[src/rtl/z80_resp_pkg.sv]
// Shared definitions for the Z80 bus responder: register offsets,
// CTRL bit positions and the bus-cycle FSM state encoding.
package z80_resp_pkg;

  localparam logic [1:0] REG_GPO    = 2'd0;
  localparam logic [1:0] REG_GPI    = 2'd1;
  localparam logic [1:0] REG_RELOAD = 2'd2;
  localparam logic [1:0] REG_CTRL   = 2'd3;

  localparam int TEN  = 0;
  localparam int IEN  = 1;
  localparam int PEND = 7;

  typedef enum logic [2:0] {
    IDLE,
    WAIT,
    XFER,
    HOLD,
    ACK
  } state_t;

endpackage

[src/rtl/z80_resp_timer.sv]
// Reload down-counter that raises a sticky pending flag on expiry.
// A simultaneous expiry and clear leaves the flag set.
module z80_resp_timer (
  input  logic       clk,
  input  logic       reset_n,
  input  logic       ten,
  input  logic [7:0] reload,
  input  logic       load,
  input  logic       clr,
  output logic       pend
);

  logic [7:0] count;
  logic       expire;

  assign expire = ten && (count == 8'd0);

  // reload carries the freshly written value when load is high, so a write
  // landing on an expiry cycle still wins the counter value
  always_ff @(posedge clk) begin
    if (!reset_n) begin
      count <= 8'd0;
      pend  <= 1'b0;
    end else begin
      if (load || expire) begin
        count <= reload;
      end else if (ten) begin
        count <= count - 8'd1;
      end
      if (expire) begin
        pend <= 1'b1;
      end else if (clr) begin
        pend <= 1'b0;
      end
    end
  end

endmodule

[src/rtl/z80_bus_responder.sv]
// Z80 I/O peripheral: decoded 4-register window with wait states, GPIO,
// reload timer driving /INT, and an IM2 vector on interrupt acknowledge.
module z80_bus_responder
  import z80_resp_pkg::*;
#(
  parameter logic [7:0] IO_BASE     = 8'h10,
  parameter int         WAIT_STATES = 2,
  parameter logic [7:0] IM2_VECTOR  = 8'hE0
) (
  input  logic       clk,
  input  logic       reset_n,
  input  logic [7:0] A,
  input  logic [7:0] di,
  input  logic       m1_n,
  input  logic       iorq_n,
  input  logic       rd_n,
  input  logic       wr_n,
  output logic [7:0] dout,
  output logic       doe,
  output logic       wait_n,
  output logic       int_n,
  input  logic [7:0] gpio_in,
  output logic [7:0] gpio_out
);

  localparam logic [3:0] WAIT_LOAD = 4'((WAIT_STATES > 0) ? (WAIT_STATES - 1) : 0);

  state_t     state, state_next;
  logic [3:0] wait_cnt, wait_cnt_next;
  logic       ack_hold, ack_hold_next;
  logic       hit, inta, commit, wait_low, load, clr, in_ack;
  logic [7:0] gpo, reload_q, rd_data, reload_val;
  logic       ten, ien, pend;

  assign hit    = !iorq_n && m1_n && (A[7:2] == IO_BASE[7:2]);
  assign inta   = !iorq_n && !m1_n;
  assign in_ack = (state == ACK) || ((state == HOLD) && ack_hold);

  always_ff @(posedge clk) begin
    if (!reset_n) begin
      state    <= IDLE;
      wait_cnt <= 4'd0;
      ack_hold <= 1'b0;
    end else begin
      state    <= state_next;
      wait_cnt <= wait_cnt_next;
      ack_hold <= ack_hold_next;
    end
  end

  // The IDLE hit cycle is the first wait cycle, so WAIT counts the rest and
  // spends one final cycle with wait_n released before moving to XFER.
  always_comb begin
    state_next    = state;
    wait_cnt_next = wait_cnt;
    ack_hold_next = ack_hold;
    commit        = 1'b0;
    wait_low      = 1'b0;
    case (state)
      IDLE: begin
        ack_hold_next = 1'b0;
        if (hit) begin
          if (WAIT_STATES > 0) begin
            state_next    = WAIT;
            wait_cnt_next = WAIT_LOAD;
            wait_low      = 1'b1;
          end else begin
            state_next = XFER;
          end
        end else if (inta) begin
          state_next    = ACK;
          ack_hold_next = 1'b1;
        end
      end
      WAIT: begin
        if (wait_cnt == 4'd0) begin
          state_next = XFER;
        end else begin
          wait_cnt_next = wait_cnt - 4'd1;
          wait_low      = 1'b1;
        end
      end
      XFER: begin
        commit     = !wr_n;
        state_next = HOLD;
      end
      HOLD: begin
        if (iorq_n) state_next = IDLE;
      end
      ACK: begin
        state_next = HOLD;
      end
      default: state_next = IDLE;
    endcase
  end

  assign wait_n = !(reset_n && wait_low);
  assign doe    = reset_n && ((hit && !rd_n && (state != ACK)) || (!iorq_n && in_ack));

  assign load       = commit && (A[1:0] == REG_RELOAD);
  assign reload_val = load ? di : reload_q;
  assign clr        = ((state == IDLE) && inta) || (commit && (A[1:0] == REG_CTRL) && di[PEND]);

  always_ff @(posedge clk) begin
    if (!reset_n) begin
      gpo      <= 8'd0;
      reload_q <= 8'd0;
      ten      <= 1'b0;
      ien      <= 1'b0;
      int_n    <= 1'b1;
    end else begin
      int_n <= !(pend && ien);
      if (commit) begin
        case (A[1:0])
          REG_GPO:    gpo      <= di;
          REG_RELOAD: reload_q <= di;
          REG_CTRL: begin
            ten <= di[TEN];
            ien <= di[IEN];
          end
          default: ;
        endcase
      end
    end
  end

  always_comb begin
    rd_data = 8'd0;
    if (in_ack) begin
      rd_data = IM2_VECTOR;
    end else begin
      case (A[1:0])
        REG_GPO:    rd_data = gpo;
        REG_GPI:    rd_data = gpio_in;
        REG_RELOAD: rd_data = reload_q;
        REG_CTRL:   rd_data = {pend, 5'd0, ien, ten};
        default:    rd_data = 8'd0;
      endcase
    end
  end

  assign dout     = doe ? rd_data : 8'd0;
  assign gpio_out = gpo;

  z80_resp_timer u_timer (
    .clk     (clk),
    .reset_n (reset_n),
    .ten     (ten),
    .reload  (reload_val),
    .load    (load),
    .clr     (clr),
    .pend    (pend)
  );

endmodule

[config.mk]
export PLATFORM = sky130hd
export DESIGN_NAME = z80_bus_responder
export DESIGN_NICKNAME = d
export VERILOG_FILES = /design/src/rtl/z80_resp_pkg.sv /design/src/rtl/z80_resp_timer.sv /design/src/rtl/z80_bus_responder.sv
export SDC_FILE = /design/constraint.sdc
export NUM_CORES = 1
export LEC_CHECK = 0
export CAP_MARGIN = 20
export CELL_PAD_IN_SITES_DETAIL_PLACEMENT = 1
export CELL_PAD_IN_SITES_GLOBAL_PLACEMENT = 1
export CORE_ASPECT_RATIO = 2
export CORE_MARGIN = 3
export CORE_UTILIZATION = 40
export DETAILED_ROUTE_END_ITERATION = 16
export GPL_TIMING_DRIVEN = 0
export PLACE_DENSITY = 0.81
export SYNTH_ARGS = -nofsm -noshare
export SYNTH_HDL_FRONTEND = slang
export SYNTH_HIERARCHICAL = 1
export SYNTH_SLANG_ARGS = --single-unit
[constraint.sdc]
create_clock -name clk -period 5.57 [get_ports clk]
set_clock_uncertainty 0.2 [all_clocks]
set_input_delay 1.3925 -clock clk [delete_from_list [all_inputs] [get_ports clk]]
set_output_delay 1.3925 -clock clk [all_outputs]
set_load 0.01 [all_outputs]
# After elaboration in Yosys (flattened, before gate mapping)
# Cells that the tools add are included.
totals:
  regBits: 36
  inputBits: 30
  output_inout_bits: 19
  word_cells: 86
classes:
  addsub: 2
  n_eq_ne: 14
  muxes: 22
  reduce_logical: 38
op_table:
  columns: ["op", "n"]
  rows:
  - ["$mux W8", 5]
  - ["$pmux W8 S4", 1]
  - ["$logic_and A1 B1 Y1", 15]
  - ["$mux W3", 4]
  - ["$pmux W3 S4", 1]
  - ["$logic_not A8 Y1", 1]
  - ["$mux W4", 2]
  - ["$ne A2 B2 Y1 const B", 4]
  - ["$pmux W4 S2", 1]
  - ["$sub A8 B1 Y8 const B", 1]
  - ["$mux W1", 7]
  - ["$eq A3 B2 Y1 const B", 2]
  - ["$eq A6 B3 Y1 const B", 1]
  - ["$logic_not A1 Y1", 6]
  - ["$ne A3 B3 Y1 const B", 2]
  - ["$reduce_and A2 Y1", 3]
  - ["$reduce_and A3 Y1", 2]
  - ["$reduce_bool A2 Y1", 3]
  - ["$eq A2 B2 Y1 const B", 2]
  - ["$logic_not A4 Y1", 1]
  - ["$logic_or A1 B1 Y1", 4]
  - ["$sub A4 B1 Y4 const B", 1]
  - ["$eq A3 B1 Y1 const B", 1]
  - ["$eq A3 B3 Y1 const B", 1]
  - ["other kinds (5)", 5]

# Logic depth before layout (Yosys ltp)
# Gate-level depths: netlist of the first run.
logic_depth:
  ltp_word: 8
  ltp_mapped: 9
  depth_no_buf: 6

# Hierarchy
# The synthesis of the first run kept the hierarchy.
by_module_without_submodules:
  columns: ["module", "instances", "cells_per_inst", "area_each_um2", "seq_area_each_um2"]
  rows:
  - ["z80_bus_responder", 1, 187, 1544.0, 540.5]
  - ["z80_resp_timer", 1, 59, 563.0, 180.2]

# Worst setup path before layout of the first run
# OpenSTA, ideal clock, no wires.
synth_path:
  path_kind: "in2out"
  start: "input port A[5]"
  end: "output port dout[0]"
  arrival_ps: 2855
  required_time_ps: 3978
  setup_slack_ps: 1122
  cell_stages: 4
  path_buffers: 1
  path_cell_list: "or4b_4 -> or4_4 -> buf_6 -> nor3b_2"
synth_via:
  elab_chain_cells: 7
synth_lines:
  columns: ["element", "line_no", "rtl"]
  rows:
  - ["start: declaration", "z80_bus_responder.sv:12", "input logic [7:0] A,"]
  - ["$eq A6 B3 Y1", "z80_bus_responder.sv:35", "assign hit = !iorq_n && m1_n && (A[7:2] == IO_BASE[7:2]);"]
  - ["$logic_and A1 B1 Y1", "z80_bus_responder.sv:35", null]
  - ["$logic_and A1 B1 Y1 (2 in series)", "z80_bus_responder.sv:98", "assign doe = reset_n && ((hit && !rd_n && (state != ACK)) || (!iorq_n && in_ack));"]
  - ["$logic_or A1 B1 Y1", "z80_bus_responder.sv:98", null]
  - ["$logic_and A1 B1 Y1", "z80_bus_responder.sv:98", null]
  - ["$mux W8", "z80_bus_responder.sv:142", "assign dout = doe ? rd_data : 8'd0;"]
  - ["end: declaration", "z80_bus_responder.sv:18", "output logic [7:0] dout,"]
# No other way between the ends.

# Final worst setup path of the first run
layout_path:
  start: "input port iorq_n"
  end: "output port dout[7]"
layout_via:
  elab_chain_cells: 8
  word_cells_on_any_way: 9
  classes_between: "mux: 1; reduce/logical: 8"
layout_lines:
  columns: ["element", "line_no", "rtl"]
  rows:
  - ["start: declaration", "z80_bus_responder.sv:15", "input logic iorq_n,"]
  - ["$logic_not A1 Y1 *", "z80_bus_responder.sv:35, z80_bus_responder.sv:98", null]
  - ["$logic_and A1 B1 Y1 (2 in series)", "z80_bus_responder.sv:35", null]
  - ["$logic_and A1 B1 Y1 (2 in series)", "z80_bus_responder.sv:98", null]
  - ["$logic_or A1 B1 Y1 *", "z80_bus_responder.sv:98", null]
  - ["$logic_and A1 B1 Y1 *", "z80_bus_responder.sv:98", null]
  - ["$mux W8 *", "z80_bus_responder.sv:142", null]
# Every way passes the cells marked *; elsewhere a longest branch is shown, timed or not.

==> metrics.cfg, run 1 <==
[logic_synthesis]
synthTopCellsByArea=dfxtp_1 34%, o21ai_0 6.4%, a21oi_1 6.2%
async_reset_ff_frac=0
ys_ff_latch=36
synth_most_common_cell=dfxtp_1
syn_avg_cell_area_um2=8.57
yosysWarnings=6
ys_types=48
synth_common_cells=36 x dfxtp_1, 27 x o21ai_0, 26 x a21oi_1, 21 x nand3_1, 20 x nand2_1
syn_area_um2=2110
synth_top_area_cell=dfxtp_1
syn_inst=246
synth_nets=280
ys_seq_area_frac=0.342
yosysTopAreaCellShare=0.342
synth_ff_type=dfxtp_1
synth-edff-count=0

[final_layout]
final_cell_area_um2=2730
nNetsFinal=333
drive_above_1_share=0.0970
synthToLayoutAreaGrowth_pct=29.5
diodes=0
fillers=621
multi_input_area_um2=1250
regArea_um2=721

[clock_network]
path_clk_slew_ns=0.08
root_buffer=clkbuf_8
cts_sinks=36
cts_buffers=5
cts.hold.buffers_added=0
cts_max_path_buffers=2
clk_latency_ns=0.29
htree_levels=2
post_cts_buffers=0
cts_tree=done

[timing]
finalHoldViolations=0
rsz0062_at_grt=false
relSlewSlack=0.492
tns_ns=0
maxSlewViolCount=0
tightest_slew_ns=0.759
fin_crit_ns=5.53
setup-violations-final=0
clock.fmax_mhz=181
fin_crit_sh=0.993

[critical_path]
cp-start-kind=input port
required_ns=3.98
reg2reg_slack_ns=3.07
slowest_delay_ns=0.61
reg2reg_from=state[1]
timing.rr.end=u_timer/count[4]
cpMostUsedCell=clkdlybuf4s50_1
worst_setup_path_end_kind=primary output
crit_family=buffers and inverters
crit_fanout=9
slowest_stage=or4b_4
path_class=in2out
reg2reg_depth=8
cp_cell_sequence=clkdlybuf4s50_1 > or4b_4 > or4_4 > buf_6 > a2bb2oi_1 > clkdlybuf4s50_1
worstPathArrival_ns=3.94
path_buf_inv=3

[pwr]
p_seq_frac=0.486
irDropWorstVdd_v=0.000163
p_per_area_nw_per_um2=204
p_clk_frac=0.329
switching_share=0.289
leakagePower_nw=1.11
power_frac_comb=0.184
p_int_mw=0.396
switchingPower_mw=0.161

[floorplanning]
start_util=0.421
core_um2=5000
die_x_um=57.3
die_area_um2=6230
die_h_um=109
rows=36
io_pins=49

[detailed_routing]
drtPass1Iterations=4
wl_mm=7.03
first_iter_violations=79
routed_via_density=5.96
ant_nets=0
vias=2121
wire_per_inst_um=19.7
remaining_drc_errors=0

[place]
port-buffer-count=46
gp_congestion=0.830
placed_area_um2=2640
hpwl_mm=5.44

[global_route]
grt_overflow=0
met1_usage=0.226
gr-usage-all-layers=0.236
top_usage_layer=met2
grt_max_degree=11
met3_usage=0.0391
grt_pass1_vias=2285
grtUsageMet2=0.464
grt_first_pass_wirelength_mm=11.2
grt_antenna_before_repair=0

[worst_hold_path]
hold_end=int_n
hold_class=reg2reg
hold_start=ien
min_path_cells=1

[outcome]
status=finished clean

[run]
maxCapViolations=0

## state kept, by name (all words and copies together), names as in the netlist
signal         flops
ack_hold           1
u_timer/count      8
state              3
reload_q           8
ten                1
wait_cnt           4
u_timer/pend       1
ien                1
gpio_out           8
int_n              1
## cell usage in the layout (no fill, tap or decap), types with 3 or more instances in the layout
master	instances
o211a_1	4
clkbuf_8	5
buf_1	3
nand3_1	21
inv_1	11
nand2_1	20
a21oi_1	26
o31a_1	3
xor2_1	3
or4_1	3
mux2i_1	6
dfxtp_1	36
buf_6	3
nor3_2	3
nand2b_1	3
mux4_2	3
clkbuf_1	14
xnor2_1	3
o21ai_0	27
or3_1	4
dlymetal6s2s_1	5
nor2_1	5
a2bb2oi_1	6
nand4_1	3
clkdlybuf4s50_1	40
ha_1	4
## power groups by stage
stage               clock network (mW)  registers (mW)  logic (mW)
global placement                     0           0.277       0.100
finish                           0.183           0.271       0.103
detailed placement                   0           0.277       0.102
global route                     0.199           0.272       0.111
floorplan                            0           0.275      0.0572
CTS                              0.188           0.271       0.103
## per-layer routing
layer,routed length [um],up-vias,part of all wire
met5,0,-,0
met4,252,0,0.036
met3,253,22,0.036
met2,4070,62,0.58
met1,2460,1033,0.35
li1,-,1004,-
## logic make-up after synthesis
family	count (synthesis)	share of synthesized area
xor gates and xnor gates	6	0.0249
AOI/OAI and AO/OA	76	0.226
DFF	36	0.342
buffers and inverters	30	0.0641
muxes	9	0.0606
adders and majority gates	4	0.0238
and+or+nand+nor	85	0.258
## through the flow
step / cells / setup WS (ns) / util / power [mW] / hold WS, ns
floorplan: 246 / 1.12 / - / 0.333 / 0.174
global placement: 349 / 0.0462 / 0.528 / 0.377 / 0.210
detailed placement: 349 / -0.0116 / 0.528 / 0.379 / 0.222
CTS: 356 / 0.00153 / 0.543 / 0.562 / 0.241
global route: 356 / 0.0198 / 0.546 / 0.582 / 0.257
finish: 356 / 0.0407 / 0.546 / 0.557 / 0.231
## how the worst max path moves through the flow
stage / startpoint / end / slack [ns] / depth (start not counted)
after floorplan: A[5] / dout[0] / 1.12 / 4
final: iorq_n / dout[7] / 0.04 / 6
after CTS: iorq_n / dout[3] / 0.002 / 6
after global routing: iorq_n / dout[7] / 0.02 / 6
after global placement: iorq_n / dout[7] / 0.05 / 6
after detailed placement: iorq_n / dout[1] / -0.01 / 6
## cell type report
cell class | count | area share
Multi-Input combinational cell | 180 | 0.459
Buffer | 19 | 0.0344
Inverter | 11 | 0.0151
Clock buffer | 6 | 0.0266
Timing Repair Buffer | 46 | 0.173
Clock inverter | 1 | 0.00183
Tap cell | 57 | 0.0261
Sequential cell | 36 | 0.264
## timing repair
action	4_1_cts	5_1_grt
endpoints found under the setup margin	1	5
pin swaps	0	0
resized for setup	1	5
(Power assumes the default switching activity.)
==> run 2, diff against run 1 <==
--- a/config.mk
+++ b/config.mk
@@ -14,6 +14,7 @@
 export DETAILED_ROUTE_END_ITERATION = 16
 export GPL_TIMING_DRIVEN = 0
 export PLACE_DENSITY = 0.81
+export SETUP_SLACK_MARGIN = 0.1
 export SYNTH_ARGS = -nofsm -noshare
 export SYNTH_HDL_FRONTEND = slang
 export SYNTH_HIERARCHICAL = 1
==> run 2 against run 1 <==
- final area down 0.78%
- global-route usage about the same
- worst hold slack worse by 0.0012 ns
- clock power about the same
- sequential power about the same
- register-to-register slack hardly changed
- sequential share of layout area is 0.21 points higher
- highest routed layer unchanged
==> metrics.cfg, run 2 (synthesized netlist as in run 1, its figures left out) <==
[outcome]
status=finished clean

[timing]
maxSlewViolCount=0
worst_slack_ns=0.183
fin_crit_ns=5.39
whs_ns=0.230
fin_crit_sh=0.967
setup-violations-final=0
tightest_slew_ns=0.743
relSlewSlack=0.503
finalHoldViolations=0
clock.fmax_mhz=186
rsz0062_at_grt=false

[floorplanning]
die_h_um=109
die_area_um2=6230
start_util=0.421
rows=36
io_pins=49
core_um2=5000
die_x_um=57.3

[pwr]
p_int_mw=0.396
p_seq_frac=0.487
switchingPower_mw=0.161
leakagePower_nw=1.05
p_clk_frac=0.329
power_frac_comb=0.184
switching_share=0.289
p_per_area_nw_per_um2=206
irDropWorstVdd_v=0.000164

[place]
place_ws_ns=-0.0116
gp_congestion=0.830
port-buffer-count=46
hpwl_mm=5.44

[detailed_routing]
wl_mm=6.98
first_iter_violations=91
routed_via_density=5.93
ant_nets=0
remaining_drc_errors=0
drtPass1Iterations=4
vias=2112
wire_per_inst_um=19.6

[critical_path]
required_ns=3.98
cp-start-kind=input port
path_class=in2out
worstPathArrival_ns=3.79
crit_fanout=9
startpoint=iorq_n
reg2reg_from=state[1]
worst_setup_path_end_kind=primary output

[final_layout]
final_cell_mix=38 x clkdlybuf4s50_1, 36 x dfxtp_1, 27 x o21ai_0
layout_commonest_cell=clkdlybuf4s50_1
fin_util=0.541
synthToLayoutAreaGrowth_pct=28.4
drive_above_1_share=0.0970
nNetsFinal=333
diodes=0
fillers=631

[clock_network]
htree_levels=2
cts_sinks=36
root_buffer=clkbuf_8
clk_latency_ns=0.29
cts_tree=done
cts_buffers=5
path_clk_slew_ns=0.08
cts.hold.buffers_added=0
cts_max_path_buffers=2

[global_route]
grt_pass1_vias=2283
grt_max_degree=11
grt_first_pass_wirelength_mm=11.2
gr-usage-all-layers=0.236
grt_antenna_before_repair=0
grt_overflow=0

[worst_hold_path]
hold_start=ien
hold_class=reg2reg

[run]
maxCapViolations=0

[run 2: changes by cell type in the layout (fill, tap and decap cells not counted)]
cell | previous run | this run
dlygate4sd2_1 | 1 | 8
dlymetal6s2s_1 | 5 | 0
clkdlybuf4s50_1 | 40 | 38
[run 2: final timing paths]
kind | endpoint | slack, ns | cells after the start
max | doe | 0.18 | 6
min | int_n | 0.23 | 1
max reg2reg | u_timer/count[4] | 3.07 | 8
min reg2reg | int_n | 0.23 | 1
[run 2: power by group through the flow]
stage	Sequential, mW	Clock [mW]	Combinational [mW]
finish	0.271	0.183	0.103
global placement	0.277	0	0.100
global route	0.272	0.199	0.111
CTS	0.271	0.188	0.103
detailed placement	0.277	0	0.102
floorplan	0.275	0	0.0572
[run 2: critical path, stage by stage]
cell	delay, ns
clkdlybuf4s50_1	0.49
or4b_4	0.61
or4_4	0.53
buf_6	0.16
nand2_1	0.07
clkdlybuf4s50_1	0.54
[run 2: layout make-up]
type                       count  area, um2  share of cell area
multi-input combinational    180       1250               0.462
tap                           57       71.3              0.0264
clock buffer                   6       72.6              0.0268
inverter                      11       41.3              0.0153
timing repair buffer          46        450               0.166
buffer                        19       93.8              0.0347
sequential                    36        721               0.266
clock inverter                 1       5.00             0.00185
[run 2: per-layer routing]
layer	share of wire	track usage	vias to the layer above	routed length, um
li1	-	-	1003	-
met1	0.35	0.225	1022	2470
met2	0.57	0.464	65	4000
met3	0.039	0.0391	22	269
met4	0.035	0.118	0	242
met5	0	0	-	0
[run 2: per-stage QoR]
| step | cell area (um2) | power (mW) | TNS (ns) | std cells |
|---|---|---|---|---|
| 5_1_grt | 2710 | 0.582 | 0 | 356 |
| 3_5_place_dp | 2640 | 0.379 | -0.0145 | 349 |
| 4_1_cts | 2710 | 0.562 | 0 | 356 |
| 3_3_place_gp | 2640 | 0.377 | 0 | 349 |
| 6_report | 2710 | 0.557 | 0 | 356 |
| 2_1_floorplan | 2110 | 0.333 | 0 | 246 |
[run 2: timing repair]
action | 4_1_cts | 5_1_grt
setup endpoints to repair | 8 | 0
resized for setup | 8 | 0
buffers inserted | 0 | 0
